==> src/rtl/serial_rx_pkg.sv <==
// Shared definitions for the serial byte receiver: FSM state encoding and
// the line levels of the start and stop bits.
package serial_rx_pkg;

  typedef enum logic [1:0] {
    IDLE   = 2'd0,
    DATA   = 2'd1,
    PARITY = 2'd2,
    STOP   = 2'd3
  } rx_state_e;

  localparam logic START_BIT = 1'b0;
  localparam logic STOP_BIT  = 1'b1;

endpackage

==> src/rtl/rx_bit_counter.sv <==
// Data-bit counter for the serial receiver: clear on start bit, count data bits,
// flag the last data bit so the FSM can leave DATA on the same strobe.
module rx_bit_counter #(
  parameter int DATA_W = 8,
  parameter int CNT_W  = $clog2(DATA_W + 1)
) (
  input  logic clk,
  input  logic rst,
  input  logic bit_en,
  input  logic clr,
  input  logic inc,
  output logic tc
);

  logic [CNT_W-1:0] cnt_q, cnt_d;

  always_comb begin
    cnt_d = cnt_q;
    if (clr) begin
      cnt_d = '0;
    end else if (inc && bit_en) begin
      cnt_d = cnt_q + 1'b1;
    end
  end

  // NOTE: sequential state uses non-blocking assignments so every flop samples
  // the pre-edge value of its neighbours, independent of process order.
  always_ff @(posedge clk or posedge rst) begin
    if (rst) begin
      cnt_q <= '0;
    end else begin
      cnt_q <= cnt_d;
    end
  end

  // The count tops out at DATA_W after the last bit, so it never wraps.
  assign tc = bit_en && (cnt_q == CNT_W'(DATA_W - 1));

endmodule

==> src/rtl/serial_byte_rx.sv <==
// Strobed serial frame receiver: start bit, DATA_W bits LSB first, optional
// even parity, stop bit; reports each frame with a one-clock status pulse.
module serial_byte_rx
  import serial_rx_pkg::*;
#(
  parameter int DATA_W    = 8,
  parameter int PARITY_EN = 1
) (
  input  logic              clk,
  input  logic              rst,
  input  logic              din,
  input  logic              bit_en,
  output logic [DATA_W-1:0] data_out,
  output logic              valid,
  output logic              par_err,
  output logic              frame_err,
  output logic              busy
);

  rx_state_e         state_q, state_d;
  logic [DATA_W-1:0] sh_q, sh_d;
  logic [DATA_W-1:0] dout_q, dout_d;
  logic [DATA_W:0]   sh_in;
  logic              par_mis_q, par_mis_d;
  logic              valid_q, valid_d;
  logic              par_err_q, par_err_d;
  logic              frame_err_q, frame_err_d;
  logic              cnt_clr, cnt_inc, cnt_tc;

  rx_bit_counter #(
    .DATA_W (DATA_W)
  ) u_bit_counter (
    .clk    (clk),
    .rst    (rst),
    .bit_en (bit_en),
    .clr    (cnt_clr),
    .inc    (cnt_inc),
    .tc     (cnt_tc)
  );

  // New bit enters at the MSB so the first received bit ends up at bit 0.
  assign sh_in = {din, sh_q};

  // NOTE: every signal assigned in this block gets a default first, so no path
  // leaves a value unassigned and no latch is inferred.
  always_comb begin
    state_d     = state_q;
    sh_d        = sh_q;
    dout_d      = dout_q;
    par_mis_d   = par_mis_q;
    valid_d     = 1'b0;
    par_err_d   = 1'b0;
    frame_err_d = 1'b0;
    cnt_clr     = 1'b0;
    cnt_inc     = 1'b0;

    if (bit_en) begin
      unique case (state_q)
        IDLE: begin
          if (din == START_BIT) begin
            state_d   = DATA;
            cnt_clr   = 1'b1;
            par_mis_d = 1'b0;
          end
        end
        DATA: begin
          sh_d    = sh_in[DATA_W:1];
          cnt_inc = 1'b1;
          if (cnt_tc) begin
            state_d = (PARITY_EN != 0) ? PARITY : STOP;
          end
        end
        PARITY: begin
          par_mis_d = (^sh_q) ^ din;
          state_d   = STOP;
        end
        STOP: begin
          state_d = IDLE;
          if (din != STOP_BIT) begin
            frame_err_d = 1'b1;
          end else if (par_mis_q) begin
            par_err_d = 1'b1;
          end else begin
            valid_d = 1'b1;
            dout_d  = sh_q;
          end
        end
        default: state_d = IDLE;
      endcase
    end
  end

  always_ff @(posedge clk or posedge rst) begin
    if (rst) begin
      state_q     <= IDLE;
      sh_q        <= '0;
      dout_q      <= '0;
      par_mis_q   <= 1'b0;
      valid_q     <= 1'b0;
      par_err_q   <= 1'b0;
      frame_err_q <= 1'b0;
    end else begin
      state_q     <= state_d;
      sh_q        <= sh_d;
      dout_q      <= dout_d;
      par_mis_q   <= par_mis_d;
      valid_q     <= valid_d;
      par_err_q   <= par_err_d;
      frame_err_q <= frame_err_d;
    end
  end

  assign data_out  = dout_q;
  assign valid     = valid_q;
  assign par_err   = par_err_q;
  assign frame_err = frame_err_q;
  assign busy      = (state_q != IDLE);

endmodule

==> config.mk <==
export PLATFORM = sky130hd
export DESIGN_NAME = serial_byte_rx
export DESIGN_NICKNAME = d
export VERILOG_FILES = /design/src/rtl/serial_rx_pkg.sv /design/src/rtl/rx_bit_counter.sv /design/src/rtl/serial_byte_rx.sv
export SDC_FILE = /design/constraint.sdc
export NUM_CORES = 1
export LEC_CHECK = 0
export CORE_ASPECT_RATIO = 0.7
export CORE_MARGIN = 2
export CORE_UTILIZATION = 35
export DETAILED_ROUTE_END_ITERATION = 10
export PLACE_DENSITY = 0.57
export SYNTH_ARGS = -nofsm -noshare
export SYNTH_HDL_FRONTEND = slang
export SYNTH_SLANG_ARGS = --single-unit
export TNS_END_PERCENT = 100
==> constraint.sdc <==
create_clock -name clk -period 4.46 [get_ports clk]
set_input_delay 1.115 -clock clk [delete_from_list [all_inputs] [get_ports clk]]
set_output_delay 1.115 -clock clk [all_outputs]
set_load 0.03 [all_outputs]
; After elaboration in Yosys (flattened, before gate mapping)
; Cells that the tools add are included.
[word_totals]
ram_bits = 0
word_cells = 50
latchBits = 0
rom_bits = 0
reg_bits = 26
in_bits = 4
memories = 0
out_inout_bits = 12
[classes]
magnitude_cmp = 0
multipliers = 0
n_mux = 22
reduce_logical = 11
bitwise_logic = 2
n_addsub = 1
shifts = 0
eq_ne = 6
div_mod_pow = 0
[op_table]
columns = operator, n
row1 = two-way mux 1 bit, 16
row2 = two-way mux 4 bit, 2
row3 = one-hot mux 2 bit (4 select lines), 1
row4 = XOR reduction 8 bit, 1
row5 = AND reduction 3 bit, 2
row6 = nonzero test 2 bit, 3
row7 = adder 4 x 1 -> 4 bit (second input constant), 1
row8 = equality test 2 bit (second input constant), 2
row9 = equality test 4 x 3 -> 1 bit (second input constant), 1
row10 = two-way mux 2 bit, 2
row11 = inequality test 2 bit (second input constant), 2
row12 = AND reduction 4 bit, 1
row13 = equality test 2 x 1 -> 1 bit (second input constant), 1
row14 = logical AND 1 bit, 2
row15 = logical NOT 2 bit, 1
row16 = one-hot mux 1 bit (2 select lines), 1
row17 = AND reduction 2 bit, 1
row18 = NOT 1 bit, 1
row19 = XOR 1 bit, 1

; Longest topological paths before layout
[logic_depth]
ltp_word = 6
depth_mapped = 6
ltp_nobuf = 6

; Hierarchy
; A second synthesis with hierarchy kept.
[hier_totals]
hier_cells = 94
area_unflattened_um2 = 1183.6
[by_module_without_submodules]
columns = mod, area_each_um2, cells_per_inst, instances, seq_area_each_um2
row1 = serial_byte_rx, 985.9, 74, 1, 550.5
row2 = rx_bit_counter, 197.7, 20, 1, 100.1

; Worst setup path after synthesis
; OpenSTA, ideal clock, no wires.
[synth_timing]
path_type = input-to-reg
start = input port bit_en
end = register dout_q[0], in the netlist data_out[0]
cell_stages = 5
slack_ps = 2438
t_arrival_ps = 1897
setup_ps = 125
required_ps = 4335
n_path_buf = 2
path_cell_list = clkbuf_2 -> nand3_1 -> nand2b_1 -> buf_6 -> mux2_2
[synth_between]
elab_chain_cells = 1
[synth_rtl]
columns = item, line_no
row1 = start: declaration, serial_byte_rx.sv:12  ; input logic bit_en,
row2 = AND reduction 4 bit (no line), n/a
row3 = end signal: assignment, serial_byte_rx.sv:105  ; dout_q <= dout_d;
row4 = end: declaration, serial_byte_rx.sv:22  ; logic [DATA_W-1:0] dout_q, dout_d;
; Every way passes these cells.
; A chain may end at the register's enable or synchronous reset.

; Final worst setup path
[layout_timing]
start = register state_q[0]
end = output port busy
[layout_between]
elab_chain_cells = 1
[layout_rtl]
columns = item, line_no
row1 = start: declaration, serial_byte_rx.sv:20  ; rx_state_e state_q, state_d;
row2 = start signal: assignment, serial_byte_rx.sv:103  ; state_q <= state_d;
row3 = nonzero test 2 bit, serial_byte_rx.sv:117  ; assign busy = (state_q != IDLE);
row4 = end: declaration, serial_byte_rx.sv:17  ; output logic busy
; Every way passes these cells.

==> results.md <==
| Result | Value | Unit |
|---|---|---|
| Outcome | finished clean | - |
| Distinct cell type count of the synthesized netlist | 21 | - |
| Critical path start-end classification | register to output port | - |
| Commonest non-fill, non-tap cell in the layout | sky130_fd_sc_hd__dfrtp_1 | - |
| Post-route DRC violation count | 0 | - |
| Share of the cycle needed by the critical path after routing | 63.6 | % |
| Mean Syn Cell Area | 12.6 | um2 |
| Post-cts hold buffer count | 0 | - |
| Largest net degree at the start of global routing | 27 | - |
| Most common cell type on the critical path | sky130_fd_sc_hd__inv_1 | - |
| Area of the die | 3870 | um2 |
| Synth Area in Compound Gates | 2.11 | % |
| Worst slew margin relative to its limit | 37.0 | % |
| Estimated wirelength of the detail-placed design | 1.29 | mm |
| Detail-routed via count per cell | 4.64 | - |
| Post-route clock skew | 0.00730 | ns |
| Delay of the slowest critical-path stage | 0.66 | ns |
| Worst reg2reg startpoint | state_q[1] | - |
| Synth Area in Adders | 6.34 | % |
| Leakage dissipation | 0.654 | nW |
| Proportion of synthesized area in mux cells | 17.0 | % |
| Final layout net count | 121 | - |
| Count of mapped cells out of synthesis | 94 | - |
| DRC marker count from the first detailed-route iteration | 13 | - |
| Number of antenna violations at the first check in global routing | 0 | - |
| Kind of path behind the tightest hold check | register to register | - |
| Final count of negative-setup-slack endpoints | 0 | - |
| Max-capacitance violation count | 0 | - |
| Most frequent cells in the layout | 26 x sky130_fd_sc_hd__dfrtp_1, 17 x sky130_fd_sc_hd__mux2_2, 15 x sky130_fd_sc_hd__clkdlybuf4s50_1 | - |
| CTS H-Tree Depth | 1 | - |
| Buffers and inverters on the worst path | 3 | - |
| Worst path slowest cell | sky130_fd_sc_hd__clkdlybuf4s50_1 | - |
| Peak ir drop on the vdd network | 0.000314 | V |
| Sequential standard cell area | 651 | um2 |
| Cell at the root of the clock tree | sky130_fd_sc_hd__clkbuf_8 | - |
| Area of the mapped netlist | 1180 | um2 |
| Y dimension of the die | 52.7 | um |
| Area Overhead vs Synth | 19.5 | % |
| Clock buffer count from CTS | 3 | - |
| Parity-gate share of the synthesized area counting xor and xnor cells | 7.81 | % |
| Transition time at the pin with the least slew margin | 0.944 | ns |
| Fmax achieved | 353 | MHz |
| Power per Cell Area | 744 | nW/um2 |
| Yosys top cell area share | 54.9 | % |
| Synthesized-area fraction occupied by and/or/nand/nor cells | 8.13 | % |
| TritonCTS clock tree | done | - |
| Max FO, Critical Path | 4 | - |
| Summed negative setup slack over all endpoints | 0 | ns |
| Launching element type of the critical path | register | - |
| Total clock sinks | 26 | - |
| Largest delay contributor family on the critical path | buffers and inverters | - |
| Final Slew Violations | 0 | - |
| Crit path cell chain | inv_1 -> ha_1 -> inv_1 -> clkdlybuf4s50_1 | - |
| #FFs+latches synth | 26 | - |
| Core ar. | 3190 | um2 |
| Post-layout utilization of the core | 44.4 | % |
| Clk buf depth | 2 | - |
| Vias in the first global route | 694 | - |
| Ports | 16 | - |
| Yosys top cell by area | sky130_fd_sc_hd__dfrtp_1 | - |
| Post-CTS Repair Setup Buffers | 0 | - |
| Die width | 73.5 | um |
| Area of combinational cells with multiple inputs | 490 | um2 |
| Critical path arrival | 1.72 | ns |
| Wire length of the first global-routing pass | 3.15 | mm |
| Clk pin slew, worst setup/hold paths | 0.09 | ns |
| Required @ worst endpoint | 3.35 | ns |
| Timing startpoint of the critical path | state_q[0] | - |
| Final hold vios | 0 | - |
| Clock insertion delay at the later pin of the skew report | 0.27 | ns |
| Total number of vias | 686 | - |
| Synth area leaders | sky130_fd_sc_hd__dfrtp_1 55%, sky130_fd_sc_hd__mux2_2 16%, sky130_fd_sc_hd__ha_1 6.3%, sky130_fd_sc_hd__xnor2_1 3.0%, sky130_fd_sc_hd__xor2_1 3.0% | - |
| Overall overflow remaining after global route | 0 | - |
| Dominant combinational cell family by area after synthesis | multiplexers | - |
| Post-detailed-route wirelength per cell | 11.9 | um |
| Count of antenna diodes in the layout | 0 | - |
| Minimum clock period | 2.83 | ns |
| Warnings from Yosys | 0 | - |
| Post-Synthesis Net Count | 104 | - |
| Remaining number of nets flagged by the antenna check after routing | 0 | - |
| First-pass iteration count of the detailed router | 4 | - |
| Tot GR Track Use | 11.0 | % |
| Cell row count | 17 | - |
| Count of input and output buffers | 15 | - |
| Final Routed Wirelength | 1.76 | mm |
| Effective utilization at floorplan | 37.1 | % |
| Unrepaired setup endpoints after global routing | no | - |
| Placer congestion estimate | 0.764 | - |
| Seq/Total Area, Yosys | 54.9 | % |
| Share of final-layout standard cells stronger than drive strength 1 | 19.1 | % |
| Filler Cell Count | 287 | - |
| Worst hold start | data_out[7] | - |
| Crit end category | output port | - |
| Resized cells post-CTS | 0 | - |
-- path summary, 6_finish.rpt --
| kind | endpoint | slack (ns) | depth (start not counted) |
|---|---|---|---|
| min in group asynchronous | state_q[0] | 1.37 | 2 |
| worst max-delay path | busy | 1.63 | 4 |
| worst max register to register | u_bit_counter.cnt_q[3] | 2.75 | 5 |
| worst min-delay path | data_out[7] | 0.51 | 1 |
| worst min register to register | data_out[7] | 0.51 | 1 |
| max in group asynchronous | data_out[5] | 2.51 | 2 |
-- metal layers --
metal	global-route usage, %	up-vias	wire length (um)
met5	0	-	0
met2	16.4	16	680
met4	2.73	0	0
li1	-	346	-
met3	4.81	0	83
met1	14.7	324	994
-- synth_stat cells --
cell	instances
sky130_fd_sc_hd__xnor2_1	4
sky130_fd_sc_hd__or3_1	1
sky130_fd_sc_hd__nand3_1	5
sky130_fd_sc_hd__mux2i_1	1
sky130_fd_sc_hd__buf_2	1
sky130_fd_sc_hd__dfrtp_1	26
sky130_fd_sc_hd__clkbuf_2	1
sky130_fd_sc_hd__xor2_1	4
sky130_fd_sc_hd__nand3b_1	1
sky130_fd_sc_hd__o21ai_0	2
sky130_fd_sc_hd__ha_1	6
sky130_fd_sc_hd__o21ai_1	1
sky130_fd_sc_hd__nand2b_1	1
sky130_fd_sc_hd__xnor3_1	1
sky130_fd_sc_hd__nor2_1	6
sky130_fd_sc_hd__nand2_1	6
sky130_fd_sc_hd__and3_1	1
sky130_fd_sc_hd__inv_1	6
sky130_fd_sc_hd__a21oi_1	2
sky130_fd_sc_hd__buf_6	1
sky130_fd_sc_hd__mux2_2	17
-- registers in the layout, summed over array words and instances (netlist names) --
name,flops
sh_q,8
frame_err,1
par_mis_q,1
u_bit_counter.cnt_q,4
state_q,2
valid,1
data_out,8
par_err,1
-- through the flow --
step / power (mW) / hold WS (ns) / instances / setup slack [ns] / instance area, um2
after global placement: 0.912 / 0.487 / 144 / 1.74 / 1360
after global routing: 1.14 / 0.531 / 148 / 1.53 / 1420
after floorplan: 0.777 / 0.486 / 94 / 2.44 / 1180
after detailed placement: 0.918 / 0.498 / 144 / 1.70 / 1360
after CTS: 1.07 / 0.517 / 148 / 1.62 / 1420
final: 1.05 / 0.510 / 148 / 1.63 / 1420
-- worst register-to-register path, delay by kind of cell, from the launching register on --
kind | cells | cell delay [ns]
adders and majority gates | 1 | 0.22
and+or+nand+nor | 2 | 0.74
DFF | 1 | 0.42
AOI/OAI and AO/OA | 1 | 0.14
buffers and inverters | 1 | 0.11
-- cell type report --
cell class / instances / area share (%)
tap: 38 / 3.36
sequential: 26 / 45.9
inverter: 6 / 1.59
timing repair buffer: 15 / 10.6
clock buffer: 4 / 3.89
multi-input combinational: 59 / 34.6
-- power breakdown --
group / leakage, nW / internal (mW) / switching, mW
combinational: 0.297 / 0.260 / 0.230
clock: 0.0288 / 0.0789 / 0.0699
sequential: 0.327 / 0.336 / 0.0790
total: 0.654 / 0.675 / 0.379
-- logic make-up after synthesis --
group	Yosys count
multiplexers	18
flip-flops	26
XOR/XNOR	9
buffers and inverters	9
AO/OA/AOI/OAI	5
AND/OR/NAND/NOR	21
adder cells (fa/ha/maj)	6
Note: power is estimated with default switching activity, not from simulation.
